`config.mk`:
```
export PLATFORM = sky130hd
export DESIGN_NAME = hamming_tx_serializer
export DESIGN_NICKNAME = d
export VERILOG_FILES = /design/src/rtl/hamming_tx_serializer.sv
export SDC_FILE = /design/constraint.sdc
export NUM_CORES = 1
export LEC_CHECK = 0
export BUFFER_PORTS_ARGS = -buffer_cell sky130_fd_sc_hd__buf_2
export CAP_MARGIN = 25
export CORE_MARGIN = 2
export CORE_UTILIZATION = 28
export CTS_BUF_LIST = sky130_fd_sc_hd__clkbuf_4 sky130_fd_sc_hd__clkbuf_8
export DETAILED_ROUTE_END_ITERATION = 6
export MAX_ROUTING_LAYER = met4
export PLACE_DENSITY = 0.48
export SLEW_MARGIN = 15
export SYNTH_ARGS = -nofsm -noshare
export SYNTH_HDL_FRONTEND = slang
export SYNTH_SLANG_ARGS = --single-unit
```
`constraint.sdc`:
```
create_clock -name clk -period 2.4 [get_ports clk]
set_clock_uncertainty 0.1 [all_clocks]
set_input_delay 0 -clock clk [delete_from_list [all_inputs] [get_ports clk]]
set_output_delay 0 -clock clk [all_outputs]
set_load 0.005 [all_outputs]
```
`src/rtl/hamming_tx_serializer.sv`:
```
// hamming_tx_serializer
//   Transmit end of the Hamming(7,4) link. Accepts a 4-bit data word over a
//   valid/ready handshake, encodes it into a 7-bit codeword, optionally flips
//   one codeword bit for error-correction lab work, and shifts the frame out
//   on a serial line: start bit (0), codeword bits 6..0 MSB first, stop bit (1).
//   Every bit lasts CLKS_PER_BIT clock cycles.
//
// Ports
//   clk          system clock, rising edge
//   rst          synchronous active-high reset
//   data_in      data word i3..i0
//   valid_in     data_in is valid
//   err_en       enable single-bit error injection (sampled at accept)
//   err_pos      Hamming position 1..7 to invert, 0 = none (sampled at accept)
//   ready_out    high only while idle; accept = valid_in && ready_out
//   tx_serial    registered serial line, idles high
//   busy         high whenever a frame is in progress
//   done         one-cycle pulse after the stop bit completes
//   codeword_out codeword latched at accept, after injection
//                [6:0] = i3,i2,i1,c2,i0,c1,c0 (Hamming positions 7..1)
//   err_injected latched at accept: a bit was inverted
module hamming_tx_serializer #(
   parameter int CLKS_PER_BIT = 4
) (
   input  logic       clk,
   input  logic       rst,
   input  logic [3:0] data_in,
   input  logic       valid_in,
   input  logic       err_en,
   input  logic [2:0] err_pos,
   output logic       ready_out,
   output logic       tx_serial,
   output logic       busy,
   output logic       done,
   output logic [6:0] codeword_out,
   output logic       err_injected
);

   // A 1-bit counter is kept for CLKS_PER_BIT = 1 so the width is never zero.
   localparam int CNT_W = (CLKS_PER_BIT > 1) ? $clog2(CLKS_PER_BIT) : 1;
   localparam logic [CNT_W-1:0] CNT_LAST = CNT_W'(CLKS_PER_BIT - 1);

   typedef enum logic [1:0] {IDLE, START, DATA, STOP} state_t;

   state_t           state_q, state_d;
   logic [CNT_W-1:0] cnt_q, cnt_d;
   logic [2:0]       bit_idx_q, bit_idx_d;
   logic [6:0]       shift_q, shift_d;
   logic [6:0]       cw_q, cw_d;
   logic             inj_q, inj_d;
   logic             tx_q, tx_d;
   logic             done_q, done_d;

   logic             period_end;
   logic [6:0]       inj_mask;
   logic [6:0]       cw_accept;

   function automatic logic [6:0] encode(input logic [3:0] d);
      return {d[3], d[2], d[1], d[3] ^ d[2] ^ d[1],
              d[0], d[3] ^ d[2] ^ d[0], d[3] ^ d[1] ^ d[0]};
   endfunction

   // Position p lives at codeword bit p-1; position 0 means no injection.
   function automatic logic [6:0] err_mask(input logic en, input logic [2:0] pos);
      logic [6:0] m;
      m = '0;
      if (en && (pos != 3'd0)) begin
         m = 7'd1 << (pos - 3'd1);
      end
      return m;
   endfunction

   assign period_end = (cnt_q == CNT_LAST);
   assign inj_mask   = err_mask(err_en, err_pos);
   assign cw_accept  = encode(data_in) ^ inj_mask;

   always_comb begin
      state_d   = state_q;
      cnt_d     = cnt_q;
      bit_idx_d = bit_idx_q;
      shift_d   = shift_q;
      cw_d      = cw_q;
      inj_d     = inj_q;
      tx_d      = tx_q;
      done_d    = 1'b0;

      case (state_q)
         IDLE: begin
            tx_d = 1'b1;
            if (valid_in) begin
               state_d = START;
               tx_d    = 1'b0;
               cw_d    = cw_accept;
               shift_d = cw_accept;
               inj_d   = |inj_mask;
               cnt_d   = '0;
            end
         end
         START: begin
            if (period_end) begin
               state_d   = DATA;
               tx_d      = shift_q[6];
               shift_d   = {shift_q[5:0], 1'b0};
               bit_idx_d = 3'd6;
               cnt_d     = '0;
            end else begin
               cnt_d = cnt_q + 1'b1;
            end
         end
         DATA: begin
            if (period_end) begin
               cnt_d = '0;
               if (bit_idx_q == 3'd0) begin
                  state_d = STOP;
                  tx_d    = 1'b1;
               end else begin
                  bit_idx_d = bit_idx_q - 3'd1;
                  tx_d      = shift_q[6];
                  shift_d   = {shift_q[5:0], 1'b0};
               end
            end else begin
               cnt_d = cnt_q + 1'b1;
            end
         end
         STOP: begin
            if (period_end) begin
               state_d = IDLE;
               done_d  = 1'b1;
               cnt_d   = '0;
            end else begin
               cnt_d = cnt_q + 1'b1;
            end
         end
         default: begin
            state_d = IDLE;
            tx_d    = 1'b1;
         end
      endcase
   end

   always_ff @(posedge clk) begin
      if (rst) begin
         state_q   <= IDLE;
         cnt_q     <= '0;
         bit_idx_q <= '0;
         shift_q   <= '0;
         cw_q      <= '0;
         inj_q     <= 1'b0;
         tx_q      <= 1'b1;
         done_q    <= 1'b0;
      end else begin
         state_q   <= state_d;
         cnt_q     <= cnt_d;
         bit_idx_q <= bit_idx_d;
         shift_q   <= shift_d;
         cw_q      <= cw_d;
         inj_q     <= inj_d;
         tx_q      <= tx_d;
         done_q    <= done_d;
      end
   end

   assign ready_out    = (state_q == IDLE);
   assign busy         = (state_q != IDLE);
   assign tx_serial    = tx_q;
   assign done         = done_q;
   assign codeword_out = cw_q;
   assign err_injected = inj_q;

endmodule
```
== After elaboration in Yosys (flattened, before gate mapping) ==
Cells that the tools add are included.
Cells by class
  muxes and demuxes: 25
  add/sub/neg operators: 3
  shift-type cells: 1
  equality and inequality tests: 10
  reduce and logical (&&, ||, !) cells: 15
  bitwise gates (word level): 7
Operators by type and width (number)
  $mux W7: 5
  $pmux W7 S3: 1
  $mux W2: 7
  $ne A2 B2 Y1 const B: 6
  $reduce_and A5 Y1: 2
  $mux W3: 3
  $pmux W2 S4: 1
  $reduce_or A7 Y1: 1
  $shl A1 B3 Y7 const A: 1
  $xor A7 B7 Y7: 1
  $eq A2 B2 Y1 const B: 3
  $pmux W3 S2: 1
  $reduce_bool A3 Y1: 2
  $sub A3 B1 Y3 const B: 2
  $mux W1: 5
  $xor A1 B1 Y1: 5
  $pmux W2 S2: 1
  $reduce_and A4 Y1: 1
  $reduce_bool A2 Y1: 2
  $logic_not A3 Y1: 1
  $pmux W1 S3: 1
  $reduce_and A3 Y1: 1
  $reduce_or A3 Y1: 1
  $add A2 B1 Y2 const B: 1
  6 further kinds: 6
Word-level totals
  logic and storage cells: 69
  register bits after elaboration: 24
  output and inout port bits: 12
  input bits: 11

== Logic depth before layout (Yosys ltp) ==
Gate-level depths: netlist of the first run.
  word-level depth: 6
  mapped depth: 8

== Least setup slack after synthesis of the first run ==
OpenSTA, ideal clock, no wires.
  kind: register to register
  from: reg state_q[0]
  to: reg shift_q[0]
  stages on the path, launching flop included: 8
  buffers on the path: 1
  period minus slack after synthesis: 1755 ps
  arrival: 1588 ps
  slack: 645 ps
  cell sequence: dfxtp_1 -> inv_1 -> ha_1 -> clkbuf_1 -> nor2_1 -> o2111ai_1 -> or3_1 -> a21oi_2
On the way
  cells in the longest elaborated chain, start to end: 3
  elaborated cells on any way between the ends: 10
  those cells by class: eq/ne: 6; mux: 1; reduce/logical: 3
RTL lines
  start: declaration: line 45  | state_t state_q, state_d;
  start signal: assignment: line 152  | state_q <= state_d;
  $eq A2 B2 Y1 (tied with other cells): line 87  | case (state_q)
  $ne A2 B2 Y1 (no line) / $reduce_bool A3 Y1 (equally long branches)
  $reduce_and A5 Y1 (no line)
  end signal: assignment: line 155  | shift_q <= shift_d;
  end: declaration: line 48  | logic [6:0] shift_q, shift_d;
Several ways; a longest one is shown, not always the timed one.
A chain may end at the register's enable or synchronous reset.

== Worst setup path after layout of the first run ==
Ends and elaborated chain as after synthesis.

==> results of run 1 <==
-- state kept, by name, summed over array words and instances (netlist names) --
signal	count
codeword_out	7
shift_q	7
bit_idx_q	3
cnt_q	2
state_q	2
done	1
err_injected	1
tx_serial	1
-- what timing repair did --
action	CTS	global route
endpoints found under the hold margin	1	0
resized for setup	0	0
setup endpoints to repair	0	0
hold buffers	1	0
-- through the flow --
stage	utilization	total power (µW)	instance area [µm²]	hold slack, ns
after floorplan	-	1154	1354	0.08907
after global placement	0.3200	1348	1501	0.2775
after detailed placement	0.3200	1372	1501	0.2799
after CTS	0.3373	1732	1583	0.009097
after global routing	0.3373	1860	1583	0.05644
final	0.3373	1718	1583	0.02355
-- worst min-delay path, stage by stage --
cell and delay (ns):
buf_2 0.14, o311ai_0 0.13, a21oi_1 0.08
-- layer usage --
| layer | part of all wire | routed length, µm |
|---|---|---|
| met5 | 0 | 0 |
| met4 | 0.020 | 59 |
| met3 | 0.035 | 102 |
| met2 | 0.49 | 1418 |
| met1 | 0.46 | 1340 |
-- path summary, 6_finish.rpt --
path | from | to | cells after the start
hold / removal | err_en | err_injected | 3
hold reg to reg | shift_q[1] | shift_q[1] | 2
setup / recovery | state_q[0] | shift_q[0] | 6
setup reg to reg | state_q[0] | shift_q[0] | 6
-- report_power, final --
group          internal, µW  total [µW]  switching, µW
Combinational           340         787            446
Clock                   223         357            134
Sequential              513         574           60.5
-- cell usage in the layout, fill, tap and decap left out, types with 4 or more instances in the layout --
master	n
a21oi_1	9
xor2_1	5
o31ai_1	4
nand2_1	12
nor2_1	14
dfxtp_1	24
ha_1	8
o21a_1	5
nor3_1	4
inv_1	8
buf_2	22
nand3b_1	8
a211oi_1	5
-- cell type report --
type | count | share of cell area
multi-input combinational | 111 | 0.5091
sequential | 24 | 0.3036
timing repair buffer | 24 | 0.08063
tap | 54 | 0.04269
clock buffer | 3 | 0.02609
clock inverter | 1 | 0.01897
inverter | 8 | 0.01897
-- cell families after synthesis --
group,Yosys count
and+or+nand+nor,55
AOI/OAI and AO/OA,38
DFF,24
buffers and inverters,17
xor gates and xnor gates,10
adders and majority gates,8
==> reports/results.tsv, run 1 <==
metric	value	unit
status	completed	
hold_class	in2reg	
grt_max_degree	29	
root_buffer	clkbuf_8	
finalSetupViolCount	0	
dr.pass1.iters	4	
clkLatencyLatePin	0.27	ns
yosys.area_share.simple	0.2264	
yosys-top-cells-count	dfxtp_1 (24), nor2_1 (14), nand2_1 (12)	
final_cells	225	
start_kind	flop	
regToRegSetupSlack	0.56	ns
cts_setup_buffers	0	
syn_area	1354	µm²
synth_top_area_share	0.3549	
grt.overflow.total	0	
grt_pass1_wl	4899	µm
row_count	25	
grt_pass1_vias	1100	
place_congestion	0.7707	
post-place-cells	220	
io_pins	23	
leakage	0.0006302	µW
synth_xor_area_frac	0.09519	
dieWidth	73.54	µm
hold_viol	0	
dieArea	5407	µm²
async_flop_share	0	
routed_wl	2919	µm
htreeDepth	1	
vias	1153	
max_stage_delay	0.40	ns
cp-end-kind	flop	
via_per_inst	5.124	
path_cells	inv_1, ha_1, nor2_1, o2111ai_1, or3_1, a21oi_2	
post-route-period-util	0.7671	
fin_setup_tns	0	ns
synth_top_family_by_area	simple AND/OR/NAND/NOR gates	
synthAdderAreaFrac	0.07394	
final_antenna_net_count	0	
cts.sinks	24	
synth_compound_area_frac	0.1996	
crit_buf_inv	1	
finalNetCount	191	
regArea	480.5	µm²
synthCells	152	
core_area	4692	µm²
yosysMostFrequentCell	dfxtp_1	
synthMuxAreaShare	0	
critPathKind	reg2reg	
finalCriticalPeriod	1.841	ns
diodes	0	
ys_types	38	
use_met2	0.1944	
ys_seq_area_frac	0.3549	
yosysTopAreaCell	dfxtp_1	
antenna_found_initial	0	
max_freq	543.2	MHz
ir_worst_vdd	0.2680	mV
syn_area_per_cell	8.907	µm²
slew_headroom	0.6793	
cp.arrival	1.95	ns
initial_core_util	0.2885	
cts_buffer_depth	2	
cts_made_buffers	3	
fin_ws	0.5590	ns
rsz0062_at_grt	false	
drtIter0Drc	42	
drt-wirelength-per-cell	12.97	µm
power.density	1085	nW/µm²
syn-num-nets	171	
tritoncts	done	
synth_seq_cells	24	
synthTopCellsByArea	dfxtp_1 (35%), ha_1 (7.4%), xnor3_1 (5.0%)	
synth_warnings	0	
worst_pin_slew	0.4810	ns
maxCapViolCount	0	
required	2.51	ns
io_buffers	22	
crit_slowest_cell	dfxtp_1	
synth_edf_count	0	
drive_above_1_share	0.1813	
critPathTopFamily	simple AND/OR/NAND/NOR gates	
cts.clk_slew.worst_paths	0.09	ns
gr-usage-met3	0.01783	
grt_most_used_layer	met2	
worstPathMaxFanout	8	
place_worst_setup_slack	0.5595	ns
use_met1	0.1466	
multi_input_area	805.8	µm²
fillers	510	
hpwl	2261	µm
drc	0	
yosys_most_used_dff	dfxtp_1	
die_y	73.54	µm
area_growth	16.91	%
slew_violations	0	
grtUsageTotal	0.1200	
(Power assumes the default switching activity.)
==> run 2: changes to the inputs <==
clock period = 1.79 ns   (was 2.4 ns; I/O delays follow)
==> run 2 against run 1 <==
Clock-buffer cell count is the same. Power grew 41%. Sequential cell count is the same. Sequential share of layout area shrank 0.89 points. Core utilization grew 1.2 points. Highest routed layer unchanged.
==> reports/results.tsv, run 2 (synthesis gave the netlist of run 1 again) <==
metric	value	unit	change
crit_slowest_cell	or3_1		
fin_util	0.3493		+0.01200
final_antenna_net_count	0		unchanged
cp-end-kind	flop		
path_cells	inv_1, ha_2, nand3b_1, o2111ai_1, or3_1, a21oi_2		
slew_headroom	0.6612		-0.01808
cts.sinks	24		unchanged
critPathKind	reg2reg		
slew_violations	0		unchanged
dieWidth	73.54	µm	unchanged
final_cells	231		+2.7%
r2r_end	shift_q[0]		
core_area	4692	µm²	unchanged
max_freq	603.3	MHz	+11%
grt.overflow.total	0		unchanged
worst_pin_slew	0.5082	ns	+0.02712 ns
fin_ws	0.1326	ns	-0.4264 ns
grt_max_degree	29		unchanged
grt_pass1_vias	1094		-0.55%
post-place-cells	225		+2.3%
drc	0		unchanged
hold_depth	4		+1
vias	1134		-1.6%
start_kind	flop		
place_worst_setup_slack	0.04990	ns	-0.5096 ns
max_stage_delay	0.38	ns	-0.02 ns
drt-wirelength-per-cell	13.26	µm	+2.2%
drive_above_1_share	0.2542		+0.07295
grt_pass1_wl	5126	µm	+4.6%
leakage	0.0006575	µW	+4.3%
hpwl	2307	µm	+2.1%
hold_class	in2reg		
cts.clk_slew.worst_paths	0.09	ns	about the same
antenna_found_initial	0		unchanged
ir_worst_vdd	0.4572	mV	+71%
finalSetupViolCount	0		unchanged
io_pins	23		unchanged
cts_made_buffers	3		unchanged
cp.arrival	1.76	ns	-0.19 ns
clkLatencyLatePin	0.27	ns	about the same
dieArea	5407	µm²	unchanged
die_y	73.54	µm	unchanged
regToRegSetupSlack	0.13	ns	-0.43 ns
reg2reg_depth	6		unchanged
hold_viol	0		unchanged
placed_area	1539	µm²	+2.5%
hold_start	valid_in		
status	completed		
maxCapViolCount	0		unchanged
fin_area	1639	µm²	+3.6%
io_buffers	22		unchanged
worstPathMaxFanout	4		-4
finalCriticalPeriod	1.657	ns	-0.1836 ns
diodes	0		unchanged
dr.pass1.iters	4		unchanged
row_count	25		unchanged
initial_core_util	0.2885		unchanged
cts_buffer_depth	2		unchanged
root_buffer	clkbuf_8		
grtUsageTotal	0.1246		+0.004634
r2r_start	state_q[0]		
post-route-period-util	0.9259		+0.1589
via_per_inst	4.909		-4.2%
finalNetCount	197		+3.1%
min_to	cnt_q[1]		
routed_wl	3064	µm	+5.0%
power.density	1474	nW/µm²	+36%
area_growth	21.07	%	
place_congestion	0.7583		-1.6%
tritoncts	done		
htreeDepth	1		unchanged
required	1.90	ns	-0.61 ns
drtIter0Drc	94		+120%
final_cell_mix	dfxtp_1 (22), buf_2 (22), nor2_1 (13), nand2_1 (12), a21oi_1 (9)		
## run 2: changes by cell type in the layout (fill, tap and decap cells not counted), moves of 2 or more
cell / delta
dfxtp_2: +2
ha_2: +3
ha_1: -3
buf_4: +7
dfxtp_1: -2
## run 2: through the flow
step                      hold slack, ns  total power (µW)   TNS (ns)
after detailed placement          0.2801              1897          0
after global routing             0.03199              2620  -0.007907
after global placement            0.2801              1864          0
final                           0.009881              2415          0
after floorplan                  0.08907              1547          0
after CTS                       0.001713              2384          0
## run 2: area by class of cell
| cell class | count | area, µm² |
|---|---|---|
| Fill cell | 481 | 3053 |
| Multi-Input combinational cell | 111 | 817.0 |
| Sequential cell | 24 | 483.0 |
| Timing Repair Buffer | 30 | 170.2 |
| Tap cell | 54 | 67.56 |
| Clock buffer | 3 | 41.29 |
| Clock inverter | 1 | 30.03 |
| Inverter | 8 | 30.03 |
## run 2: power breakdown
group	total (µW)	internal (µW)	switching [µW]
combinational	1160	544	612
sequential	778	693	84.9
clock	482	299	183
total	2420	1540	880
## run 2: layer usage
metal	routed length, µm	vias to the layer above	GRT usage
li1	-	590	-
met1	1449	520	0.1540
met5	0	-	-
met3	103	4	0.01783
met4	42	0	0.04848
met2	1470	20	0.2044
## run 2: how the worst max path moves through the flow
stage | start | endpoint | slack [ns] | cells past startpoint
floorplan | state_q[0] | shift_q[0] | 0.03 | 7
global placement | state_q[0] | tx_serial | 0.12 | 4
detailed placement | state_q[0] | shift_q[0] | 0.05 | 6
CTS | state_q[0] | shift_q[0] | 0.03 | 6
global route | state_q[0] | shift_q[0] | -0.008 | 6
finish | state_q[0] | shift_q[0] | 0.13 | 6
## run 2: repair_timing
action | CTS | global route
setup buffers | 0 | 2
hold buffers | 0 | 0
endpoints found under the setup margin | 0 | 13
resized for setup | 0 | 8
## run 2: critical path: cells and delay by family (launching register included)
family	cells	cell delay, ns
buffers and inverters	1	0.08
DFF	1	0.37
adders and majority gates	1	0.22
AOI/OAI and AO/OA	2	0.29
and+or+nand+nor	2	0.55
